### src/rtl/branch_resolve_ctrl_pkg.sv
// -----------------------------------------------------------------------------
// branch_resolve_ctrl_pkg
// Shared definitions for the decode-stage branch resolve controller:
//   - CMP_* comparator mode codes (CMP_NONE is the idle/default code)
//   - FWD_* forwarding source select codes
//   - brState_e FSM state codes (BR_IDLE / BR_STALL)
// No ports (package).
// -----------------------------------------------------------------------------
package branch_resolve_ctrl_pkg;

  // Comparator mode codes shared with decode and the comparator
  localparam logic [3:0] CMP_NONE = 4'd0;
  localparam logic [3:0] CMP_BEQ  = 4'd1;
  localparam logic [3:0] CMP_BNE  = 4'd2;
  localparam logic [3:0] CMP_BLEZ = 4'd3;
  localparam logic [3:0] CMP_BGTZ = 4'd4;
  localparam logic [3:0] CMP_BLTZ = 4'd5;
  localparam logic [3:0] CMP_BGEZ = 4'd6;

  // Forwarding source selects for the comparator operand muxes
  localparam logic [1:0] FWD_RF  = 2'd0;
  localparam logic [1:0] FWD_EX  = 2'd1;
  localparam logic [1:0] FWD_MEM = 2'd2;
  localparam logic [1:0] FWD_WB  = 2'd3;

  // Branch controller FSM states
  typedef enum logic {
    BR_IDLE  = 1'b0,
    BR_STALL = 1'b1
  } brState_e;

endpackage

### src/rtl/branch_resolve_ctrl_if.sv
// -----------------------------------------------------------------------------
// branch_resolve_ctrl_if
// Bundle between decode and the branch resolve controller.
//   Decode side (master) drives: id_valid, id_is_branch, id_use_rt, id_rs,
//     id_rt, id_cmp_mode, id_wr_en, id_wr_reg, id_tnew, cmp_result.
//   Controller side (slave) drives: stall, cmp_mode, fwd_rs_sel, fwd_rt_sel,
//     br_taken.
// -----------------------------------------------------------------------------
interface branch_resolve_ctrl_if #(
  parameter int TNEW_W = 2
);
  logic              id_valid;
  logic              id_is_branch;
  logic              id_use_rt;
  logic [4:0]        id_rs;
  logic [4:0]        id_rt;
  logic [3:0]        id_cmp_mode;
  logic              id_wr_en;
  logic [4:0]        id_wr_reg;
  logic [TNEW_W-1:0] id_tnew;
  logic              cmp_result;
  logic              stall;
  logic [3:0]        cmp_mode;
  logic [1:0]        fwd_rs_sel;
  logic [1:0]        fwd_rt_sel;
  logic              br_taken;

  modport master (
    output id_valid, id_is_branch, id_use_rt, id_rs, id_rt, id_cmp_mode,
           id_wr_en, id_wr_reg, id_tnew, cmp_result,
    input  stall, cmp_mode, fwd_rs_sel, fwd_rt_sel, br_taken
  );

  modport slave (
    input  id_valid, id_is_branch, id_use_rt, id_rs, id_rt, id_cmp_mode,
           id_wr_en, id_wr_reg, id_tnew, cmp_result,
    output stall, cmp_mode, fwd_rs_sel, fwd_rt_sel, br_taken
  );
endinterface

### src/rtl/branch_resolve_ctrl_scoreboard.sv
// -----------------------------------------------------------------------------
// branch_resolve_ctrl_scoreboard
// Three-entry in-flight writer tracker (E, M, W) with two lookup ports.
// Ports:
//   clk, reset        clock / synchronous active-high reset
//   load_en_i         load a valid writer into E (otherwise E gets a bubble)
//   load_reg_i        destination register of the new writer
//   load_tnew_i       cycles from EX entry until the writer's result forwards
//   rs_i, rt_i        registers looked up by the branch in ID
//   use_rt_i          rt participates in the hazard check
//   hazard_o          some needed operand is not yet forwardable
//   fwd_rs_sel_o      forwarding source for rs (FWD_* code)
//   fwd_rt_sel_o      forwarding source for rt (FWD_* code)
// -----------------------------------------------------------------------------
module branch_resolve_ctrl_scoreboard
  import branch_resolve_ctrl_pkg::*;
#(
  parameter int TNEW_W = 2
) (
  input  logic              clk,
  input  logic              reset,
  input  logic              load_en_i,
  input  logic [4:0]        load_reg_i,
  input  logic [TNEW_W-1:0] load_tnew_i,
  input  logic [4:0]        rs_i,
  input  logic [4:0]        rt_i,
  input  logic              use_rt_i,
  output logic              hazard_o,
  output logic [1:0]        fwd_rs_sel_o,
  output logic [1:0]        fwd_rt_sel_o
);

  localparam logic [TNEW_W-1:0] TNEW_ONE = 1;

  // Index 0 = E (youngest), 1 = M, 2 = W (oldest)
  logic [2:0]             entryValid_q, entryValid_d;
  logic [2:0][4:0]        entryReg_q,   entryReg_d;
  logic [2:0][TNEW_W-1:0] entryTnew_q,  entryTnew_d;

  logic [2:0] rsLookup;
  logic [2:0] rtLookup;

  // Youngest match decides the forward source; a younger match that is still
  // in flight masks older ready copies, and any in-flight match is a hazard.
  function automatic logic [2:0] lookupReg(
    input logic [4:0]             r,
    input logic [2:0]             v,
    input logic [2:0][4:0]        regs,
    input logic [2:0][TNEW_W-1:0] t
  );
    logic       hz;
    logic       found;
    logic [1:0] sel;
    hz    = 1'b0;
    found = 1'b0;
    sel   = FWD_RF;
    for (int i = 0; i < 3; i++) begin
      if (v[i] && (regs[i] == r) && (r != 5'd0)) begin
        if (t[i] != '0) begin
          hz = 1'b1;
        end else if (!found) begin
          sel = 2'(i + 1);
        end
        found = 1'b1;
      end
    end
    return {hz, sel};
  endfunction

  // Next pipeline contents: new writer (or bubble) enters E, older entries
  // shift toward W and count their remaining latency down to zero.
  always_comb begin
    entryValid_d   = '0;
    entryReg_d     = '0;
    entryTnew_d    = '0;
    entryValid_d[0] = load_en_i;
    entryReg_d[0]   = load_reg_i;
    entryTnew_d[0]  = load_tnew_i;
    for (int i = 1; i < 3; i++) begin
      entryValid_d[i] = entryValid_q[i-1];
      entryReg_d[i]   = entryReg_q[i-1];
      entryTnew_d[i]  = (entryTnew_q[i-1] == '0) ? '0 : (entryTnew_q[i-1] - TNEW_ONE);
    end
  end

  // Entry registers; reset empties the tracker
  always_ff @(posedge clk) begin
    if (reset) begin
      entryValid_q <= '0;
      entryReg_q   <= '0;
      entryTnew_q  <= '0;
    end else begin
      entryValid_q <= entryValid_d;
      entryReg_q   <= entryReg_d;
      entryTnew_q  <= entryTnew_d;
    end
  end

  // Both lookup ports see the same entries; rt only gates the hazard when used
  always_comb begin
    rsLookup     = lookupReg(rs_i, entryValid_q, entryReg_q, entryTnew_q);
    rtLookup     = lookupReg(rt_i, entryValid_q, entryReg_q, entryTnew_q);
    hazard_o     = rsLookup[2] | (use_rt_i & rtLookup[2]);
    fwd_rs_sel_o = rsLookup[1:0];
    fwd_rt_sel_o = rtLookup[1:0];
  end

endmodule

### src/rtl/branch_resolve_ctrl.sv
// -----------------------------------------------------------------------------
// branch_resolve_ctrl
// Decode-stage controller sequencing the branch comparator: tracks in-flight
// writers, stalls a branch until its operands are forwardable, selects the
// forwarding sources and turns the comparator result into a PC redirect.
// Ports:
//   clk, reset           clock / synchronous active-high reset
//   bus (slave)          decode inputs, cmp_result; stall, cmp_mode,
//                        fwd_rs_sel, fwd_rt_sel, br_taken outputs
//   perf_branches_o      resolved branches      (BRANCH_PERF_EN only)
//   perf_taken_o         taken branches         (BRANCH_PERF_EN only)
//   perf_stall_cyc_o     cycles spent in STALL  (BRANCH_PERF_EN only)
// Optional feature macro: BRANCH_PERF_EN (performance counters).
// -----------------------------------------------------------------------------
module branch_resolve_ctrl
  import branch_resolve_ctrl_pkg::*;
#(
  parameter int TNEW_W = 2,
  parameter int PERF_W = 32
) (
  input  logic                  clk,
  input  logic                  reset,
  branch_resolve_ctrl_if.slave  bus
`ifdef BRANCH_PERF_EN
  ,
  output logic [PERF_W-1:0]     perf_branches_o,
  output logic [PERF_W-1:0]     perf_taken_o,
  output logic [PERF_W-1:0]     perf_stall_cyc_o
`endif
);

  brState_e   state_q, state_d;
  logic [1:0] stallCnt_q, stallCnt_d;
  logic       hazard;
  logic       stallSig;
  logic       resolve;
  logic       loadEn;
  logic       isBranch;

  assign isBranch = bus.id_valid & bus.id_is_branch;

  // Writes to $0 never enter the tracker, and a stalled ID slot issues a bubble
  assign loadEn = ~stallSig & bus.id_valid & bus.id_wr_en & (bus.id_wr_reg != 5'd0);

  branch_resolve_ctrl_scoreboard #(
    .TNEW_W (TNEW_W)
  ) u_scoreboard (
    .clk          (clk),
    .reset        (reset),
    .load_en_i    (loadEn),
    .load_reg_i   (bus.id_wr_reg),
    .load_tnew_i  (bus.id_tnew),
    .rs_i         (bus.id_rs),
    .rt_i         (bus.id_rt),
    .use_rt_i     (bus.id_use_rt),
    .hazard_o     (hazard),
    .fwd_rs_sel_o (bus.fwd_rs_sel),
    .fwd_rt_sel_o (bus.fwd_rt_sel)
  );

  // Branch operands are needed in ID itself, so any in-flight producer holds
  // the branch; the cycle the hazard clears is also the resolve cycle.
  always_comb begin
    stallSig   = 1'b0;
    resolve    = 1'b0;
    state_d    = state_q;
    stallCnt_d = stallCnt_q;
    case (state_q)
      BR_IDLE: begin
        if (isBranch) begin
          if (hazard) begin
            stallSig   = 1'b1;
            state_d    = BR_STALL;
            stallCnt_d = 2'd0;
          end else begin
            resolve = 1'b1;
          end
        end
      end
      BR_STALL: begin
        if (hazard) begin
          stallSig   = 1'b1;
          stallCnt_d = stallCnt_q + 2'd1;
        end else begin
          resolve    = 1'b1;
          state_d    = BR_IDLE;
          stallCnt_d = 2'd0;
        end
      end
      default: begin
        state_d    = BR_IDLE;
        stallCnt_d = 2'd0;
      end
    endcase
  end

  assign bus.stall    = stallSig;
  assign bus.cmp_mode = resolve ? bus.id_cmp_mode : CMP_NONE;
  assign bus.br_taken = resolve & bus.cmp_result;

  // FSM state and stall-length counter; reset abandons any pending branch
  always_ff @(posedge clk) begin
    if (reset) begin
      state_q    <= BR_IDLE;
      stallCnt_q <= 2'd0;
    end else begin
      state_q    <= state_d;
      stallCnt_q <= stallCnt_d;
    end
  end

`ifndef SYNTHESIS
  // Longest producer latency drains within three stall cycles
  always_ff @(posedge clk) begin
    if (!reset && (state_q == BR_STALL)) begin
      assert (!((stallCnt_q == 2'd3) && hazard));
    end
  end
`endif

`ifdef BRANCH_PERF_EN
  // Free-running event counters that simply wrap on overflow
  always_ff @(posedge clk) begin
    if (reset) begin
      perf_branches_o  <= '0;
      perf_taken_o     <= '0;
      perf_stall_cyc_o <= '0;
    end else begin
      if (resolve) begin
        perf_branches_o <= perf_branches_o + 1'b1;
      end
      if (bus.br_taken) begin
        perf_taken_o <= perf_taken_o + 1'b1;
      end
      if (state_q == BR_STALL) begin
        perf_stall_cyc_o <= perf_stall_cyc_o + 1'b1;
      end
    end
  end
`endif

endmodule

### src/flat_wrapper.sv
// flat-port wrapper written by rule: the top's interface ports become plain ports
module branch_resolve_ctrl_flat import branch_resolve_ctrl_pkg::*;
#(
  parameter int TNEW_W = 2,
  parameter int PERF_W = 32
)
  (clk, reset, bus_id_valid, bus_id_is_branch, bus_id_use_rt, bus_id_rs, bus_id_rt, bus_id_cmp_mode, bus_id_wr_en, bus_id_wr_reg, bus_id_tnew, bus_cmp_result, bus_stall, bus_cmp_mode, bus_fwd_rs_sel, bus_fwd_rt_sel, bus_br_taken);
  branch_resolve_ctrl_if #(.TNEW_W(TNEW_W)) bus_i ();
  input  logic clk;
  input  logic reset;
  input wire logic [$bits(bus_i.id_valid)-1:0] bus_id_valid;
  input wire logic [$bits(bus_i.id_is_branch)-1:0] bus_id_is_branch;
  input wire logic [$bits(bus_i.id_use_rt)-1:0] bus_id_use_rt;
  input wire logic [$bits(bus_i.id_rs)-1:0] bus_id_rs;
  input wire logic [$bits(bus_i.id_rt)-1:0] bus_id_rt;
  input wire logic [$bits(bus_i.id_cmp_mode)-1:0] bus_id_cmp_mode;
  input wire logic [$bits(bus_i.id_wr_en)-1:0] bus_id_wr_en;
  input wire logic [$bits(bus_i.id_wr_reg)-1:0] bus_id_wr_reg;
  input wire logic [$bits(bus_i.id_tnew)-1:0] bus_id_tnew;
  input wire logic [$bits(bus_i.cmp_result)-1:0] bus_cmp_result;
  output wire logic [$bits(bus_i.stall)-1:0] bus_stall;
  output wire logic [$bits(bus_i.cmp_mode)-1:0] bus_cmp_mode;
  output wire logic [$bits(bus_i.fwd_rs_sel)-1:0] bus_fwd_rs_sel;
  output wire logic [$bits(bus_i.fwd_rt_sel)-1:0] bus_fwd_rt_sel;
  output wire logic [$bits(bus_i.br_taken)-1:0] bus_br_taken;
  assign bus_i.id_valid = bus_id_valid;
  assign bus_i.id_is_branch = bus_id_is_branch;
  assign bus_i.id_use_rt = bus_id_use_rt;
  assign bus_i.id_rs = bus_id_rs;
  assign bus_i.id_rt = bus_id_rt;
  assign bus_i.id_cmp_mode = bus_id_cmp_mode;
  assign bus_i.id_wr_en = bus_id_wr_en;
  assign bus_i.id_wr_reg = bus_id_wr_reg;
  assign bus_i.id_tnew = bus_id_tnew;
  assign bus_i.cmp_result = bus_cmp_result;
  assign bus_stall = bus_i.stall;
  assign bus_cmp_mode = bus_i.cmp_mode;
  assign bus_fwd_rs_sel = bus_i.fwd_rs_sel;
  assign bus_fwd_rt_sel = bus_i.fwd_rt_sel;
  assign bus_br_taken = bus_i.br_taken;
  branch_resolve_ctrl #(.TNEW_W(TNEW_W), .PERF_W(PERF_W)) u_core (.clk(clk), .reset(reset), .bus(bus_i));
endmodule
### config.mk
export PLATFORM = sky130hd
export DESIGN_NAME = branch_resolve_ctrl_flat
export DESIGN_NICKNAME = d
export VERILOG_FILES = /design/src/rtl/branch_resolve_ctrl_pkg.sv /design/src/rtl/branch_resolve_ctrl_if.sv /design/src/rtl/branch_resolve_ctrl_scoreboard.sv /design/src/rtl/branch_resolve_ctrl.sv /design/src/flat_wrapper.sv
export SDC_FILE = /design/constraint.sdc
export NUM_CORES = 1
export LEC_CHECK = 0
export CAP_MARGIN = 20
export CORE_ASPECT_RATIO = 0.7
export CORE_MARGIN = 4
export CORE_UTILIZATION = 47
export CTS_CLUSTER_DIAMETER = 40
export DETAILED_ROUTE_END_ITERATION = 12
export PLACE_DENSITY = 0.9
export SYNTH_ARGS = -nofsm -noshare
export SYNTH_HDL_FRONTEND = slang
export SYNTH_SLANG_ARGS = --single-unit
### constraint.sdc
create_clock -name clk -period 2.1 [get_ports clk]
set_clock_uncertainty 0.1 [all_clocks]
set_input_delay 0.42 -clock clk [delete_from_list [all_inputs] [get_ports clk]]
set_output_delay 0.42 -clock clk [all_outputs]
set_load 0.05 [all_outputs]
Word-level counts from Yosys, hierarchy flattened
Cells that the tools add are included.
{ "op_classes": {"bitwise_logic": 9, "n_shift": 0, "add_sub_neg": 2, "reduce_logical": 22, "div_mod_pow": 0, "n_mul": 0, "eq_ne": 6, "magnitude_cmp": 0, "n_mux": 37} }
{ "op_table": {"columns": ["op", "count"], "rows": [
  ["$eq 5x5->1", 6],
  ["$mux 2", 13],
  ["$mux 1", 21],
  ["$reduce_bool 5->1", 3],
  ["$logic_and 1x1->1", 12],
  ["$and 1x1->1", 6],
  ["$reduce_bool 2->1", 3],
  ["$logic_not 2->1", 2],
  ["$mux 4", 1],
  ["$pmux 1 s2", 2],
  ["$reduce_or 2->1", 2],
  ["$sub 2x1->2 const B", 2],
  ["$not 1->1", 2],
  ["$or 1x1->1", 1]
]} }
{ "word_totals": {"n_memories": 0, "rom_bits": 0, "ff_bits": 25, "mem_bits_rw": 0, "latch_bits": 0} }

Longest topological paths before layout
Gate-level depths: netlist of run 1.
{ "depth": {"depth_word": 17, "ltp_mapped": 8, "ltp_nobuf": 7} }

By module
Synthesis of run 1 repeated with hierarchy kept, for this count alone.
{ "hier_totals": {"hier_cells": 134, "area_unflattened_um2": 1251.2} }
{ "modules_own_cells": {"columns": ["module", "cells_each", "area_each_um2", "seq_area_each_um2", "instances"], "rows": [
  ["branch_resolve_ctrl_scoreboard", 122, 1151.1, 480.5, 1],
  ["branch_resolve_ctrl", 12, 100.1, 20.0, 1]
]} }

Worst setup path after synthesis of run 1
OpenSTA, ideal clock, no wires.
{ "synth_path": {"path_kind": "input port to output port", "from": "input port bus_id_rt[1]", "to": "output port bus_br_taken", "arrival_time_ns": 2.653, "required_ns": 1.580, "slack_ns": -1.073, "stages": 5, "n_path_buf": 0, "cell_sequence": "nor4_2 -> nand2_1 -> nand4b_1 -> a31oi_1 -> nor4bb_1"} }
{ "synth_between": {"elab_chain_len": 14} }
{ "synth_lines": {"columns": ["item", "line_no", "rtl"], "rows": [
  ["start: declaration", "flat_wrapper.sv:15", "input wire logic [$bits(bus_i.id_rt)-1:0] bus_id_rt;"],
  ["$eq 5x5->1", "branch_resolve_ctrl_scoreboard.sv:58", "if (v[i] && (regs[i] == r) && (r != 5'd0)) begin"],
  ["$logic_and 1x1->1 (2 in series)", "branch_resolve_ctrl_scoreboard.sv:58", null],
  ["$mux 1", "branch_resolve_ctrl_scoreboard.sv:58", null],
  ["$mux 1", "branch_resolve_ctrl_scoreboard.sv:59", "if (t[i] != '0) begin"],
  ["$mux 1", "branch_resolve_ctrl_scoreboard.sv:58", null],
  ["$mux 1", "branch_resolve_ctrl_scoreboard.sv:59", null],
  ["$mux 1 *", "branch_resolve_ctrl_scoreboard.sv:58", null],
  ["$and 1x1->1 *", "branch_resolve_ctrl_scoreboard.sv:103", "hazard_o = rsLookup[2] | (use_rt_i & rtLookup[2]);"],
  ["$or 1x1->1 *", "branch_resolve_ctrl_scoreboard.sv:103", null],
  ["$mux 1 *", "branch_resolve_ctrl.sv:71, branch_resolve_ctrl.sv:81", null],
  ["$mux 1", "branch_resolve_ctrl.sv:70", "if (isBranch) begin"],
  ["$pmux 1 s2 *", "branch_resolve_ctrl.sv:68", "case (state_q)"],
  ["$and 1x1->1 *", "branch_resolve_ctrl.sv:99", "assign bus.br_taken = resolve & bus.cmp_result;"],
  ["end: declaration", "flat_wrapper.sv:25", "output wire logic [$bits(bus_i.br_taken)-1:0] bus_br_taken;"]
]} }
Mark *: on every way between the ends. The rest lies on a longest branch, timed or not.

Worst setup path after layout of run 1
{ "layout_path": {"from": "input port bus_id_rt[3]", "to": "output port bus_br_taken"} }
Same word-level chain as after synthesis.

==> qor.csv, run 1 <==
stage,metric,value,unit
status,outcome,"complete, but fails checks",
status,violations,negative setup slack,
detailed_routing,drtPass1Iterations,5,
timing,hold_violations,0,
synth,yosys.cell_count.top_type,dfxtp_1,
detailed_routing,via_per_inst,6.07,
detailed_routing,routed_wl,5870,um
timing,setup_tns,-4.92,ns
worst_setup_path,crit_end,bus_br_taken,
clock_tree,cts_hold_buffers,0,
synth,synth_nets,181,
synth,ys_ff_latch,25,
clock_tree,cts_made_buffers,3,
worst_setup_path,critical-path-slowest-cell,nor4_4,
detailed_routing,postRouteAntennaNets,0,
timing,period_minus_slack,2.67,ns
clock_tree,clkSinkCount,25,
floorplanning,die_x,72.5,um
clock_tree,clockBufferDepth,2,
detailed_routing,drc,0,
synth,synth_common_cells,"25 x dfxtp_1, 24 x xor2_1, 20 x nor2b_1",
floorplanning,dieArea,3850,sq um
grt,grt_max_degree,16,
detailed_routing,drtIter0Drc,68,
final_layout,antenna_cells,0,
clock_tree,path_clk_slew,0.09,ns
worst_setup_path,critPathMaxStageDelay,0.40,ns
timing,worst_pin_slew,0.477,ns
detailed_routing,wl_per_cell,22.8,um
run,max_cap_viol_count,0,
floorplanning,core-area,2780,sq um
floorplanning,start_util,49.2,%
grt,grt_pass1_wl,7940,um
timing,grt_setup_unrepaired,yes,
floorplanning,fp.dieH,53.2,um
final_layout,utilization,89.1,%
grt,antenna_found_initial,0,
grt,grt_pass1_vias,1567,
worst_setup_path,crit_chain,buf_8 -> nor4_4 -> a211oi_2 -> nand4b_1 -> a31oi_4 -> buf_12 -> nor4bb_4 -> buf_12,
worst_setup_path,cpMostUsedCell,buf_12,
placed_design,pre_cts_ws,-0.946,ns
grt,grt_overflow,0,
floorplanning,fp-row-count,16,
timing,max_freq,0.374,GHz
synth,synthFlopType,dfxtp_1,
synth,yosysTopAreaCellShare,36.6,%
synth,synth.yosys.warnings,0,
worst_setup_path,end_kind,output port,
worst_setup_path,cp_max_fo,5,
synth,yosys.area.top_type,dfxtp_1,
final_layout,fillers,104,
synth,synthDistinctLibCells,31,
timing,finalSetupViolCount,11,
final_layout,layout-drive-gt1-share,45.2,%
placed_design,place_congestion,0.884,
power,vdd_drop_max,442,uV
clock_tree,root_buffer,clkbuf_8,
worst_hold_path,hp-class,register to register,
synth,syn_area,1370,sq um
worst_setup_path,crit_type,input pin to output port,
synth,ys_top_cells_by_area,"dfxtp_1 37%, xor2_1 15%, nor2b_1 9.1%",
clock_tree,ctsHtreeMaxLevel,1,
worst_setup_path,cp-startpoint,bus_id_rt[3],
worst_setup_path,r2r_start,u_core.u_scoreboard.entryReg_d[12],
grt,grt_use_total,28.0,%
worst_setup_path,r2r_cells,7,
placed_design,dp.final_hpwl,3460,um
power,p_per_area,456,nW/um^2
worst_setup_path,r2r_slack,0.01,ns
placed_design,port_buffers,37,
final_layout,synthToLayoutAreaGrowth,81.2,%
power,cellLeakagePower,0.973,nW
timing,setup_ws,-0.572,ns
worst_hold_path,min_delay_path_depth,1,
timing,period_share,127,%
clock_tree,cts_tree,done,
floorplanning,pin_count,38,
synth,synth_seq_area_share,36.6,%
timing,drv_slew,0,
synth,async_flop_share,0,%
final_layout,final_nets,252,
timing,slew_headroom,68.2,%
synth,avgSynthCellArea,9.06,sq um
detailed_routing,routed-via-count,1559,
worst_setup_path,reg2reg_to,u_core.u_scoreboard.entryValid_q[0],
timing,hold-worst-slack,0.316,ns
synth,synth_cells,151,
clock_tree,clk_latency,0.28,ns
worst_setup_path,arrival,2.15,ns
synth,synth_edf_count,0,
worst_setup_path,crit_required,1.58,ns
worst_setup_path,start_kind,input pin,
-- critical path: cells and delay by family --
family | cells | cell delay [ns]
buffers and inverters | 3 | 0.46
AO/OA/AOI/OAI | 2 | 0.30
AND/OR/NAND/NOR | 3 | 0.96
-- registers in the layout, summed over array words and instances (netlist names) --
signal / flops
u_core.u_scoreboard.entryTnew_q: 6
u_core.state_q: 1
u_core.u_scoreboard.entryReg_d: 10
u_core.u_scoreboard.entryValid_q: 3
u_core.u_scoreboard.entryReg_q: 5
-- per-stage QoR --
step,cell area (sq um),power (mW),instances
2_1_floorplan,1530,0.640,151
3_3_place_gp,2220,0.766,245
3_5_place_dp,2220,0.781,245
4_1_cts,2370,1.08,254
5_1_grt,2480,1.17,257
6_report,2480,1.13,257
-- cells in the final DEF (no fill, tap or decap), drive strengths merged --
cell type and n:
nand4 5, nor3 10, a31oi 1, clkinvlp 1
clkdlybuf4s15 2, buf 50, o32ai 1, clkbuf 3
a211oi 2, or3 2, nand2 8, mux2i 2
xnor2 6, a311o 1, ha 2, dfxtp 25
o221a 1, o22ai 1, nor2b 20, clkdlybuf4s50 17
and3 4, nand4b 3, nor2 8, a21oi 3
inv 7, nand2b 2, nor4 3, nor4bb 5
nand3 2, xor2 24
-- kinds of logic (layout without fill, tap and decap cells) --
kind of cell / count (synthesis) / after routing / synth area share, %
multiplexers: 2 / 2 / 1.46
adder cells (fa/ha/maj): 2 / 2 / 1.83
AND/OR/NAND/NOR: 72 / 72 / 32.8
XOR/XNOR: 30 / 30 / 19.2
buffers and inverters: 10 / 80 / 2.83
flip-flops: 25 / 25 / 36.6
AO/OA/AOI/OAI: 10 / 10 / 5.30
-- where the power goes --
group / switching, mW / leakage [nW] / internal [mW]
sequential: 0.0205 / 0.209 / 0.493
combinational: 0.159 / 0.742 / 0.155
clock: 0.168 / 0.0217 / 0.135
-- layer usage --
layer,vias up,part of all wire (%),GRT usage (%),routed length (um)
li1,659,-,-,-
met1,743,38,31.7,2210
met2,115,49,49.4,2860
met3,42,8.7,7.97,509
met4,0,5.0,12.3,293
met5,-,0,0,0
-- area by class of cell --
cell class	count	area [sq um]	share of cell area (%)
clock inverter	1	7.51	0.303
tap	36	45.0	1.82
inverter	7	26.3	1.06
clock buffer	3	41.3	1.66
multi-input combinational	116	1110	45.0
sequential	25	518	20.9
timing repair buffer	69	727	29.3
-- how the worst min path moves through the flow --
stage	slack, ns	start	to
finish	0.32	u_core.u_scoreboard.entryTnew_q[2]	u_core.u_scoreboard.entryTnew_q[4]
floorplan	0.30	u_core.u_scoreboard.entryTnew_q[0]	u_core.u_scoreboard.entryTnew_q[2]
CTS	0.31	u_core.u_scoreboard.entryTnew_q[2]	u_core.u_scoreboard.entryTnew_q[4]
global route	0.34	u_core.u_scoreboard.entryTnew_q[2]	u_core.u_scoreboard.entryTnew_q[4]
detailed placement	0.31	u_core.u_scoreboard.entryTnew_q[0]	u_core.u_scoreboard.entryTnew_q[2]
global placement	0.30	u_core.u_scoreboard.entryTnew_q[2]	u_core.u_scoreboard.entryTnew_q[4]
-- timing repair --
action / 4_1_cts / 5_1_grt
pin swaps: 23 / 15
resized for setup: 66 / 19
setup endpoints to repair: 12 / 10
buffers inserted: 5 / 3
(Power assumes the default switching activity.)
==> inputs of run 2 (changes only) <==
--- a/config.mk
+++ b/config.mk
@@ -7,7 +7,7 @@
 export LEC_CHECK = 0
 export CAP_MARGIN = 20
 export CORE_ASPECT_RATIO = 0.7
-export CORE_MARGIN = 4
+export CORE_MARGIN = 2
 export CORE_UTILIZATION = 47
 export CTS_CLUSTER_DIAMETER = 40
 export DETAILED_ROUTE_END_ITERATION = 12
==> run 2 against run 1 <==
The run still ends with negative setup slack left. Critical path type is now register to output port. Clock-buffer cell count unchanged. Register-to-register slack gained 0.06 ns. Final cell count rose by 1.6%. Non-clock buffer count is 4 higher. Via count shrank 1.6%. First-iteration DRC count grew 94%. Sequential cell count unchanged. Largest power group unchanged. Maximum frequency rose by 0.72%. Worst hold slack is essentially flat. Wire length is 6.9% lower.
==> qor.csv, run 2 (synthesized netlist as in run 1, its figures left out) <==
stage,metric,value,unit
final_layout,layout.cells.most_common_list,"29 x buf_4, 20 x nor2b_1, 17 x clkdlybuf4s50_1",
placed_design,pre_cts_ws,-0.911,ns
clock_tree,clkSinkCount,25,
timing,worst_pin_slew,0.484,ns
worst_setup_path,start_kind,register,
worst_setup_path,crit_type,register to output port,
final_layout,final_nets,256,
placed_design,dp.final_hpwl,3420,um
grt,antenna_found_initial,0,
placed_design,place_congestion,0.879,
power,vdd_drop_max,549,uV
run,max_cap_viol_count,0,
timing,setup_ws,-0.553,ns
floorplanning,start_util,49.2,%
floorplanning,dieArea,3370,sq um
placed_design,dp.cells,243,
grt,grt_max_degree,24,
floorplanning,pin_count,38,
worst_setup_path,end_kind,output port,
clock_tree,path_clk_slew,0.09,ns
final_layout,fillers,91,
final_layout,instances_no_fill,261,
detailed_routing,drtIter0Drc,132,
grt,grt_overflow,0,
clock_tree,cts_made_buffers,3,
clock_tree,root_buffer,clkbuf_8,
floorplanning,fp-row-count,16,
status,violations,negative setup slack,
detailed_routing,routed-via-count,1534,
timing,period_share,126,%
power,p_per_area,440,nW/um^2
final_layout,mostFrequentLayoutCell,buf_4,
detailed_routing,routed_wl,5460,um
power,cellLeakagePower,0.998,nW
clock_tree,cts_tree,done,
clock_tree,clk_latency,0.28,ns
timing,period_minus_slack,2.65,ns
timing,hold-worst-slack,0.317,ns
detailed_routing,wl_per_cell,20.9,um
timing,grt_setup_unrepaired,yes,
detailed_routing,drc,0,
grt,grt_use_total,34.5,%
detailed_routing,via_per_inst,5.88,
grt,grt_pass1_vias,1575,
final_layout,layout-drive-gt1-share,51.1,%
power,p_total,1.13,mW
floorplanning,die_x,68.5,um
grt,grt_pass1_wl,8260,um
floorplanning,core-area,2780,sq um
floorplanning,fp.dieH,49.2,um
worst_setup_path,crit_required,1.58,ns
clock_tree,clockBufferDepth,2,
timing,drv_slew,0,
final_layout,synthToLayoutAreaGrowth,87.9,%
clock_tree,cts_hold_buffers,0,
detailed_routing,postRouteAntennaNets,0,
timing,hold_violations,0,
timing,max_freq,0.377,GHz
detailed_routing,drtPass1Iterations,5,
final_layout,largest_register_ffs,10,
worst_hold_path,hp-class,register to register,
worst_setup_path,cp_max_fo,3,
timing,slew_headroom,67.7,%
placed_design,port_buffers,37,
timing,setup_tns,-4.69,ns
status,outcome,"complete, but fails checks",
worst_setup_path,arrival,2.13,ns
final_layout,antenna_cells,0,
clock_tree,ctsHtreeMaxLevel,1,
timing,finalSetupViolCount,10,
[run 2: layer usage]
metal / track usage (%) / up-vias / routed length (um)
met3: 8.08 / 37 / 401
li1: - / 662 / -
met5: 0 / - / 0
met4: 13.0 / 0 / 270
met2: 53.8 / 106 / 2500
met1: 45.6 / 729 / 2290
[run 2: final timing paths]
path / cells past startpoint / to / start / slack, ns
max reg2reg: 6 / u_core.u_scoreboard.entryValid_q[0] / u_core.u_scoreboard.entryReg_d[9] / 0.07
min reg2reg: 1 / u_core.u_scoreboard.entryTnew_q[4] / u_core.u_scoreboard.entryTnew_q[2] / 0.32
min: 1 / u_core.u_scoreboard.entryTnew_q[4] / u_core.u_scoreboard.entryTnew_q[2] / 0.32
max: 7 / bus_cmp_mode[2] / u_core.u_scoreboard.entryReg_d[9] / -0.55
[run 2: metrics by stage]
stage / instance area, sq um / util, %
floorplan: 1530 / -
global placement: 2200 / 79.1
detailed placement: 2200 / 79.1
CTS: 2510 / 90.3
global route: 2570 / 92.4
finish: 2570 / 92.4
[run 2: power breakdown]
group          leakage, nW  total, mW  switching, mW  internal, mW
Sequential           0.209      0.516         0.0212         0.495
Combinational        0.763      0.319          0.159         0.160
Clock               0.0255      0.298          0.164         0.133
[run 2: cell type report]
class / instances / area [sq um] / area share [%]
Timing Repair Buffer: 73 / 764 / 29.7
Inverter: 7 / 26.3 / 1.02
Clock inverter: 1 / 5.00 / 0.195
Clock buffer: 3 / 41.3 / 1.61
Multi-Input combinational cell: 116 / 1170 / 45.7
Tap cell: 36 / 45.0 / 1.75
Sequential cell: 25 / 515 / 20.0
[run 2: worst max-delay path, cell delays in order, from the launching register on]
cell      delay [ns]
dfxtp_4         0.37
xor2_2          0.19
nor4_4          0.32
nand4b_1        0.27
a31oi_4         0.30
buf_6           0.17
nor4bb_4        0.06
buf_12          0.17
[run 2: what timing repair did]
item | in CTS | in global routing
setup buffers | 12 | 2
setup endpoints to repair | 12 | 10
pin swaps | 33 | 11
gates cloned | 0 | 0
resized for setup | 90 | 12
==> inputs of run 3 (changes only) <==
--- a/config.mk
+++ b/config.mk
@@ -8,10 +8,11 @@
 export CAP_MARGIN = 20
 export CORE_ASPECT_RATIO = 0.7
 export CORE_MARGIN = 2
-export CORE_UTILIZATION = 47
+export CORE_UTILIZATION = 30
 export CTS_CLUSTER_DIAMETER = 40
 export DETAILED_ROUTE_END_ITERATION = 12
-export PLACE_DENSITY = 0.9
+export MAX_ROUTING_LAYER = met4
+export PLACE_DENSITY = 0.65
 export SYNTH_ARGS = -nofsm -noshare
 export SYNTH_HDL_FRONTEND = slang
 export SYNTH_SLANG_ARGS = --single-unit
==> constraint.sdc (replaced) <==
create_clock -name clk -period 2.1 [get_ports clk]
set_clock_uncertainty 0.1 [all_clocks]
set_input_delay 0.42 -clock clk [delete_from_list [all_inputs] [get_ports clk]]
set_output_delay 0.42 -clock clk [all_outputs]
set_load 0.1 [all_outputs]
==> run 3 against run 2 <==
The flow still finishes with violations (negative setup slack). Sequential share of layout area increased by 0.31 points. Maximum frequency increased by 2.1%. Sequential cell count unchanged. Global-route usage decreased by 18 points. Sequential power about the same. Register-to-register slack improved by 0.11 ns. Clock-buffer cell count unchanged. Via count decreased by 12%. Wire length decreased by 30%. Utilization decreased by 34 points. Critical endpoint is now bus_fwd_rt_sel[0]. Highest routed layer unchanged.
==> qor.csv, run 3 (synthesized netlist as in run 1, its figures left out) <==
stage,metric,value,unit
status,outcome,"complete, but fails checks",
status,violations,negative setup slack,
worst_setup_path,end_kind,output port,
final_layout,layout.cells.most_common_list,"32 x buf_4, 20 x nor2b_1, 18 x xor2_1",
detailed_routing,wl_per_cell,13.7,um
clock_tree,cts_tree,done,
detailed_routing,routed_wl,3850,um
final_layout,final_nets,256,
grt,grt_max_degree,17,
grt,grt_pass1_vias,1259,
clock_tree,clk_latency,0.27,ns
grt,met1_usage,23.3,%
floorplanning,fp.dieH,60.5,um
worst_hold_path,hp-class,register to register,
detailed_routing,drtPass1Iterations,4,
worst_setup_path,cp_max_fo,3,
final_layout,mostFrequentLayoutCell,buf_4,
grt,grt_use_total,16.4,%
detailed_routing,drtIter0Drc,81,
worst_setup_path,r2r_slack,0.18,ns
placed_design,pre_cts_ws,-0.962,ns
clock_tree,root_buffer,clkbuf_8,
worst_hold_path,worstHoldStart,u_core.u_scoreboard.entryTnew_q[0],
timing,slew_headroom,54.7,%
run,max_cap_viol_count,0,
worst_setup_path,reg2reg_to,u_core.u_scoreboard.entryValid_q[0],
timing,worst_pin_slew,0.679,ns
clock_tree,cts_made_buffers,3,
power,vdd_drop_max,235,uV
worst_setup_path,crit_required,1.58,ns
timing,period_minus_slack,2.60,ns
grt,use_met2,24.5,%
final_layout,largest_register_ffs,10,
floorplanning,fp-row-count,20,
grt,grt_pass1_wl,6250,um
detailed_routing,routed-via-count,1345,
power,p_per_area,447,nW/um^2
clock_tree,clkSinkCount,25,
detailed_routing,via_per_inst,4.80,
timing,max_freq,0.385,GHz
clock_tree,cts_hold_buffers,0,
placed_design,port_buffers,37,
floorplanning,die_x,84.7,um
clock_tree,clockBufferDepth,2,
floorplanning,start_util,31.4,%
floorplanning,pin_count,38,
clock_tree,path_clk_slew,0.09,ns
timing,hold_violations,0,
worst_hold_path,min_delay_path_depth,1,
final_layout,layout-drive-gt1-share,48.0,%
timing,period_share,124,%
final_layout,synthToLayoutAreaGrowth,85.6,%
grt,grt-busiest-layer,met2,
worst_setup_path,arrival,2.08,ns
timing,drv_slew,0,
timing,grt_setup_unrepaired,yes,
worst_setup_path,start_kind,input pin,
clock_tree,ctsHtreeMaxLevel,1,
worst_setup_path,crit_type,input pin to output port,
timing,setup_ws,-0.498,ns
floorplanning,dieArea,5130,sq um
grt,antenna_found_initial,0,
detailed_routing,drc,0,
timing,finalSetupViolCount,10,
grt,use_met3,3.95,%
placed_design,place_congestion,0.971,
worst_setup_path,r2r_start,u_core.u_scoreboard.entryReg_d[7],
grt,grt_overflow,0,
timing,hold-worst-slack,0.311,ns
final_layout,antenna_cells,0,
placed_design,dp.final_hpwl,2970,um
worst_hold_path,hold_end,u_core.u_scoreboard.entryTnew_q[2],
final_layout,fillers,396,
detailed_routing,postRouteAntennaNets,0,
power,cellLeakagePower,0.999,nW
worst_setup_path,r2r_cells,7,
floorplanning,core-area,4350,sq um
==> run 3: cell types whose count changed in the layout (fill, tap and decap cells not counted), moves of 3 or more <==
cell,before,now
dfxtp_2,9,13
buf_6,9,6
buf_4,29,32
dfxtp_1,15,12
xor2_2,10,5
xor2_1,13,18
==> run 3: metal layers <==
metal / share of wire, % / up-vias
met5: 0 / -
met4: 0.18 / 0
met3: 7.6 / 2
met2: 42 / 57
met1: 51 / 622
li1: - / 664
==> run 3: how the worst max path moves through the flow <==
| stage | from | to | slack [ns] | cells after the start |
|---|---|---|---|---|
| after global placement | bus_id_rt[1] | bus_cmp_mode[1] | -0.93 | 7 |
| final | bus_id_rt[1] | bus_fwd_rt_sel[0] | -0.50 | 8 |
| after floorplan | bus_id_rt[1] | bus_br_taken | -0.73 | 5 |
| after detailed placement | bus_id_rt[1] | bus_br_taken | -0.96 | 7 |
| after CTS | bus_id_rt[2] | bus_br_taken | -0.52 | 9 |
| after global routing | u_core.u_scoreboard.entryReg_d[7] | bus_cmp_mode[2] | -0.56 | 8 |
==> run 3: metrics by stage <==
step / instance area [sq um] / power [mW] / setup TNS [ns] / utilization, % / cells
detailed placement: 2270 / 0.799 / -9.70 / 52.1 / 268
floorplan: 1530 / 0.656 / -5.20 / - / 151
global placement: 2270 / 0.796 / -9.43 / 52.1 / 268
finish: 2540 / 1.14 / -4.16 / 58.3 / 280
CTS: 2420 / 1.11 / -4.32 / 55.6 / 276
global route: 2540 / 1.19 / -5.01 / 58.3 / 280
==> run 3: report_power, final <==
part / total, mW / switching (mW) / internal [mW]
Sequential: 0.513 / 0.0164 / 0.496
Clock: 0.307 / 0.168 / 0.139
Combinational: 0.316 / 0.152 / 0.164
==> run 3: critical path, stage by stage <==
cell and delay (ns):
buf_12 0.10, nor4_4 0.33, a211oi_2 0.15, buf_4 0.15, and3_4 0.16, or3_4 0.39, mux2i_4 0.18, buf_12 0.19
==> run 3: what timing repair did <==
item,in CTS,in global routing
pin swaps,17,13
gates cloned,0,0
setup endpoints to repair,12,10
setup buffers,4,4
gates resized for setup,56,29
==> run 3: final cells by class <==
| class | count | area (sq um) | area share, % |
|---|---|---|---|
| Multi-Input combinational cell | 116 | 1110 | 43.7 |
| Clock inverter | 1 | 8.76 | 0.345 |
| Clock buffer | 3 | 41.3 | 1.63 |
| Sequential cell | 25 | 517 | 20.3 |
| Tap cell | 55 | 68.8 | 2.71 |
| Inverter | 7 | 26.3 | 1.03 |
| Timing Repair Buffer | 73 | 767 | 30.2 |
